===== config.mk =====
export PLATFORM = sky130hd
export DESIGN_NAME = counter_window_ctrl
export DESIGN_NICKNAME = d
export VERILOG_FILES = /design/src/rtl/counter_window_ctrl_pkg.sv /design/src/rtl/counter_window_ctrl_window_cmp.sv /design/src/rtl/counter_window_ctrl.sv
export SDC_FILE = /design/constraint.sdc
export NUM_CORES = 1
export LEC_CHECK = 0
export BUFFER_PORTS_ARGS = -buffer_cell sky130_fd_sc_hd__buf_4
export CAP_MARGIN = 20
export CORE_ASPECT_RATIO = 0.7
export CORE_MARGIN = 5
export CORE_UTILIZATION = 59
export CTS_BUF_LIST = sky130_fd_sc_hd__clkbuf_8
export DETAILED_ROUTE_END_ITERATION = 12
export PLACE_DENSITY = 0.9
export SETUP_SLACK_MARGIN = 0.3
export SYNTH_ARGS = -nofsm -noshare
export SYNTH_HDL_FRONTEND = slang
export SYNTH_HIERARCHICAL = 1
export SYNTH_SLANG_ARGS = --single-unit

===== constraint.sdc =====
create_clock -name clk -period 5.3 [get_ports clk]
set_input_delay 1.06 -clock clk [delete_from_list [all_inputs] [get_ports clk]]
set_output_delay 1.06 -clock clk [all_outputs]
set_load 0.005 [all_outputs]

===== src/rtl/counter_window_ctrl_pkg.sv =====
// Shared types for the counter window controller: FSM states and default width.
package counter_window_ctrl_pkg;

  localparam int DEF_WIDTH = 8;

  typedef enum logic [1:0] {
    IDLE = 2'd0,
    ARM  = 2'd1,
    RUN  = 2'd2,
    DONE = 2'd3
  } state_e;

endpackage


===== src/rtl/counter_window_ctrl_window_cmp.sv =====
// Window compare: hit when value lies in (lo, hi], unsigned; lo >= hi gives an empty window.
module window_cmp #(
  parameter int WIDTH = 8
) (
  input  logic [WIDTH-1:0] value,
  input  logic [WIDTH-1:0] lo,
  input  logic [WIDTH-1:0] hi,
  output logic             hit
);

  assign hit = (value > lo) && (value <= hi);

endmodule


===== src/rtl/counter_window_ctrl.sv =====
// Drives an external counter through a run of 0..limit and counts cycles spent inside a window.
module counter_window_ctrl
  import counter_window_ctrl_pkg::*;
#(
  parameter int WIDTH     = DEF_WIDTH,
  parameter int LO_DEF    = 5,
  parameter int HI_DEF    = 7,
  parameter int LIMIT_DEF = 10
) (
  input  logic             clk,
  input  logic             reset,
  input  logic             cfg_valid,
  output logic             cfg_ready,
  input  logic [WIDTH-1:0] cfg_lo,
  input  logic [WIDTH-1:0] cfg_hi,
  input  logic [WIDTH-1:0] cfg_limit,
  input  logic             start,
  input  logic             abort,
  input  logic [WIDTH-1:0] count,
  output logic             cnt_clr,
  output logic             cnt_en,
  output logic             in_window,
  output logic             busy,
  output logic             done,
  output logic [WIDTH-1:0] hit_count
);

  state_e           state_q, state_d;
  logic [WIDTH-1:0] lo_q, lo_d;
  logic [WIDTH-1:0] hi_q, hi_d;
  logic [WIDTH-1:0] limit_q, limit_d;
  logic [WIDTH-1:0] hit_q, hit_d;
  logic             win_hit;
  logic             in_run;
  logic             at_limit;
  logic             cfg_fire;

  window_cmp #(.WIDTH(WIDTH)) u_window_cmp (
    .value (count),
    .lo    (lo_q),
    .hi    (hi_q),
    .hit   (win_hit)
  );

  assign in_run   = (state_q == RUN);
  assign at_limit = (count == limit_q);
  assign cfg_fire = cfg_valid && cfg_ready;

  // Every decode is gated by reset so the outputs read 0 for as long as reset is held.
  assign cfg_ready = (state_q == IDLE) && !reset;
  assign cnt_clr   = (state_q == ARM) && !reset;
  assign cnt_en    = in_run && !at_limit && !abort && !reset;
  assign in_window = in_run && win_hit && !reset;
  assign busy      = ((state_q == ARM) || in_run) && !reset;
  assign done      = (state_q == DONE) && !reset;
  assign hit_count = hit_q;

  always_comb begin
    state_d = state_q;
    lo_d    = lo_q;
    hi_d    = hi_q;
    limit_d = limit_q;
    hit_d   = hit_q;
    case (state_q)
      IDLE: begin
        if (cfg_fire) begin
          lo_d    = cfg_lo;
          hi_d    = cfg_hi;
          limit_d = cfg_limit;
        end
        if (start) begin
          state_d = ARM;
        end
      end
      ARM: begin
        hit_d   = '0;
        state_d = abort ? IDLE : RUN;
      end
      RUN: begin
        if (in_window) begin
          hit_d = hit_q + WIDTH'(1);
        end
        // Abort wins over reaching the terminal count, so an aborted run never reaches DONE.
        if (abort) begin
          state_d = IDLE;
        end else if (at_limit) begin
          state_d = DONE;
        end
      end
      DONE: begin
        state_d = IDLE;
      end
      default: begin
        state_d = IDLE;
      end
    endcase
  end

  always_ff @(posedge clk) begin
    if (reset) begin
      state_q <= IDLE;
      lo_q    <= WIDTH'(LO_DEF);
      hi_q    <= WIDTH'(HI_DEF);
      limit_q <= WIDTH'(LIMIT_DEF);
      hit_q   <= '0;
    end else begin
      state_q <= state_d;
      lo_q    <= lo_d;
      hi_q    <= hi_d;
      limit_q <= limit_d;
      hit_q   <= hit_d;
    end
  end

endmodule


Word level (Yosys, flattened, before mapping)
Cells that the tools add are included.

operators by class
  add/subtract/negate cells = 1
  $lt $le $gt $ge = 2
  eq/ne operators = 7
  muxes and demuxes = 7
  reduce and logical (&&, ||, !) cells = 20

operators by type and width
  kind                 count
  $pmux 8 s2           1
  $logic_and 1x1->1    11
  $add 8x1->8 const B  1
  $eq 8x8->1           1
  $gt 8x8->1           1
  $le 8x8->1           1
  $mux 2               4
  $mux 8               1
  $pmux 2 s4           1
  $reduce_and 2->1     3
  $eq 2x2->1 const B   2
  $ne 2x2->1 const B   2
  $logic_not 1->1      3
  $ne 3x2->1 const B   1
  $eq 2x1->1 const B   1
  $logic_not 2->1      1
  $reduce_bool 2->1    1
  $logic_or 1x1->1     1

storage, ports and cells
  flip-flop bits (word level) = 34
  input port bits = 37
  output and inout bits = 14
  word-level logic and storage cells = 42

Logic depth before layout (Yosys ltp)
  depth after elaboration = 6
  gate-level depth with buffers = 12
  mapped depth without buffers = 12

Cells and area by module
Netlist, hierarchy kept.

by module, submodules not included
  module               instances  cells an instance  area an instance (sq um)  seq. area each (sq um)
  counter_window_ctrl  1          182                1,647.8                   680.7
  window_cmp           1          54                 411.6                     0.0

Worst setup path before layout
Ideal clock, no wire load.

  kind = input port to output port
  start = in count[1]
  end = out in_window
  data arrival time = 2,336 ps
  required time = 4,240 ps
  setup slack = 1,904 ps
  stages on the path = 8
  buffers on the path = 0
  cells stage by stage = ha_1 -> nor2b_4 -> o211ai_2 -> a21oi_2 -> a2111oi_2 -> o21a_1 -> nand3b_4 -> inv_2

between the ends
  cells in the longest elaborated chain, start to end = 4
  elaborated cells between the ends (all ways) = 5
  classes of those cells = order compare: 2; reduce/logical: 3

RTL lines
  item                                             RTL line                              source
  start: declaration                               counter_window_ctrl.sv:19             input logic [WIDTH-1:0] count,
  $gt 8x8->1 / $le 8x8->1 (equally long branches)  counter_window_ctrl_window_cmp.sv:11  assign hit = (value > lo) && (value <= hi);
  $logic_and 1x1->1 *                              counter_window_ctrl_window_cmp.sv:11
  net win_hit                                      counter_window_ctrl.sv:33             logic win_hit;
  $logic_and 1x1->1 * (2 in a row)                 counter_window_ctrl.sv:53             assign in_window = in_run && win_hit && !reset;
  end: declaration                                 counter_window_ctrl.sv:22             output logic in_window,

The timed path passes the listed nets; every way through them passes the cells marked *.

Final worst setup path
Ends and elaborated chain as after synthesis.

==> flow_metrics.tcl <==
set metrics [dict create \
    synth_ff_type "dfxtp_1" \
    min_path_type "register to register" \
    result_of_the_run "completed" \
    h-tree-depth 2 \
    synth_area_leader_cell "dfxtp_1" \
    place.port_buffers 50 \
    share_seq_of_total_power 0.432 \
    ir_worst_vdd_mv 0.1919 \
    layout_worst_path_cycle_share 0.7048 \
    gp_routability_congestion 0.8591 \
    critPathMaxFanout 3 \
    dr.first_iter.drc_count 61 \
    die_height_um 59.43 \
    worstPathRequired_ns 4.24 \
    syn-num-nets 295 \
    diodes 0 \
    fin_crit_ns 3.735 \
    synthArstFlopShare 0 \
    root_buffer "clkbuf_8" \
    end_kind "output port" \
    hold_path_startpoint "hi_q[6]" \
    power_density_over_the_cells_nw_per_um2 261.4 \
    worst_r2r_path_depth 12 \
    synth.ff_latch_count 34 \
    netlist_instances 236 \
    worst-setup-path-type "input port to output port" \
    wire_per_inst_um 12.83 \
    timing.fmax_mhz 267.7 \
    drt_pass1_iterations 4 \
    max_slew_margin 0.6608 \
    drtAntennaViolNets 0 \
    number_of_global_route_vias_before_repair 1554 \
    final-hold-violation-count 0 \
    io-pin-count 51 \
    synth.top_cell.area_share 0.3305 \
    num-nets-final 344 \
    max_cap_viol_count 0 \
    worstSkewPairLatency_ns 0.29 \
    post_cts_resize_count 0 \
    numCtsBuffers 5 \
    startpoint_type "input port" \
    postCtsHoldBufs 0 \
    gr-usage-all-layers 0.1935 \
    drcViolationCount 0 \
    leakage_nw 1.123 \
    die_area_um2 4791 \
    power_frac_comb 0.215 \
    synth.avg_cell_area_um2 8.727 \
    timing.critical_path.from "count[1]" \
    swShare 0.2714 \
    synth_edf_count 0 \
    tns_ns 0 \
    grt_first_pass_wirelength_um 7093 \
    report.final.slew_viol_count 0 \
    synth_warnings 6 \
    seq_area_frac_synth 0.3305 \
    route.detailed.vias_per_inst 4.982 \
    worstHoldPathCells 2 \
    cts_tree "built" \
    post_synth_instance_area_um2 2059 \
    clk_pin_slew_ns 0.07 \
    dp_hpwl_um 3336 \
    cts_max_path_buffers 2 \
    fin_ws_ns 1.565 \
    fin_skew_ns 0.008634 \
    worst-endpoint-arrival_ns 2.68 \
    synth_cell_types 38 \
    number_of_antenna_violations_at_the_first_check_in_global_routing 0 \
    start_util 0.5977 \
    cts_sinks 34 \
    pwr-share-clk 0.353 \
    whs_ns 0.4759 \
    synth.top_cells.by_area "dfxtp_1, ha_1, o21ai_2" \
    finalCoreUtilization 0.7364 \
    area.growth.synth_to_final_pct 23.21 \
    num_rows 18 \
    core_um2 3446 \
    post-place-ws_ns 1.570 \
    rsz_0062_raised_after_global_routing "no" \
    die_w_um 80.62 \
    number_of_vias_after_detailed_routing 1674 \
    timing.final.setup_violations 0 \
    power.switching_uw 180.0 \
    pin_count_of_the_biggest_net_entering_global_routing 42 \
    detail_route.wirelength_um 4312 \
    final_layout_size_suffix_gt1_frac 0.3042 \
    worst_slew_pin_slew_ns 0.5088 \
    internal-power_uw 483.2 \
    globalRouteOverflowTotal 0 \
    post_cts_setup_inserts 0 \
    timing.rr.start "hi_q[1]" \
]
==> worst paths after layout <==
check | end | slack [ns]
worst min register to register | hi_q[6] | 0.48
worst min-delay path | hi_q[6] | 0.48
worst max-delay path | in_window | 1.56
worst max register to register | hit_count[5] | 3.06
==> power groups by stage <==
stage	logic, mW	registers, mW	clock network, mW
after floorplan	0.101	0.289	0
after global placement	0.138	0.292	0
after detailed placement	0.141	0.292	0
after CTS	0.142	0.286	0.239
after global routing	0.159	0.289	0.252
final	0.143	0.287	0.234
==> area by class of cell <==
cell class                      count  area [um2]
Clock inverter                      3       40.04
Multi-Input combinational cell    175        1239
Fill cell                         296       908.4
Sequential cell                    34       680.7
Inverter                           19       71.32
Tap cell                           50       62.56
Clock buffer                        5       68.82
Timing Repair Buffer               50       375.4
==> cells in the final DEF (no fill, tap or decap), drive strengths merged <==
cell type,netlist,layout
dfxtp,34,34
a2111oi,1,1
ha,22,22
mux2i,1,1
nand2,38,38
o21ai,27,27
clkbuf,2,5
nor3,1,1
nor2,11,11
nand3,3,3
nand2b,23,23
bufinv,0,1
clkinv,0,2
and3,1,1
nand3b,1,1
o22a,1,1
nand4,8,8
a211oi,2,2
or4,1,1
inv,19,19
o21a,1,1
a21oi,10,10
xor2,5,5
o211ai,2,2
and2,1,1
nor2b,6,6
xnor2,9,9
buf,6,50
==> critical path: stages <==
cell and delay, ns:
buf_4 0.13, ha_1 0.31, nor2b_4 0.13, o211ai_2 0.15, a21oi_2 0.08, a2111oi_2 0.28, o21a_1 0.24, nand3b_4 0.12
inv_2 0.08, buf_4 0.10
==> cell families (layout without fill, tap and decap cells) <==
| kind of cell | count (synthesis) | in the layout | share of synthesized area |
|---|---|---|---|
| compound gates | 44 | 44 | 0.1604 |
| xor+xnor | 14 | 14 | 0.05954 |
| fa+ha+maj | 22 | 22 | 0.1337 |
| buf+inv | 27 | 77 | 0.06804 |
| flops | 34 | 34 | 0.3305 |
| mux | 1 | 1 | 0.004860 |
| simple gates | 94 | 94 | 0.2430 |
==> cells in the mapped netlist (2+ instances only) <==
cell       n
nand2b_1  21
o21ai_0    8
a211oi_1   2
o21ai_1    2
dfxtp_1   34
o21ai_2   17
xnor2_1    9
xor2_1     5
inv_1     18
clkbuf_1   2
ha_1      22
a21oi_1    8
buf_6      5
nor2_1    11
nand2_1   37
nor2b_1    4
nand3_1    3
nand4_1    8
==> per-stage QoR <==
| step | power, mW | std cells | instance area, um2 |
|---|---|---|---|
| floorplan | 0.3899 | 236 | 2059 |
| global placement | 0.4300 | 328 | 2429 |
| detailed placement | 0.4331 | 328 | 2429 |
| CTS | 0.6680 | 336 | 2537 |
| global route | 0.6998 | 336 | 2537 |
| finish | 0.6632 | 336 | 2537 |
==> registers in the layout, summed over array words and instances (netlist names) <==
| name | flops |
|---|---|
| hi_q | 8 |
| hit_count | 8 |
| limit_q | 8 |
| lo_q | 8 |
| state_q | 2 |
==> per-layer routing <==
layer	global-route usage	part of all wire
met4	0.07229	0.0097
met2	0.2653	0.42
met1	0.2833	0.50
met5	0	0
met3	0.05623	0.071
No activity file was read; power rests on OpenSTA's default activity.
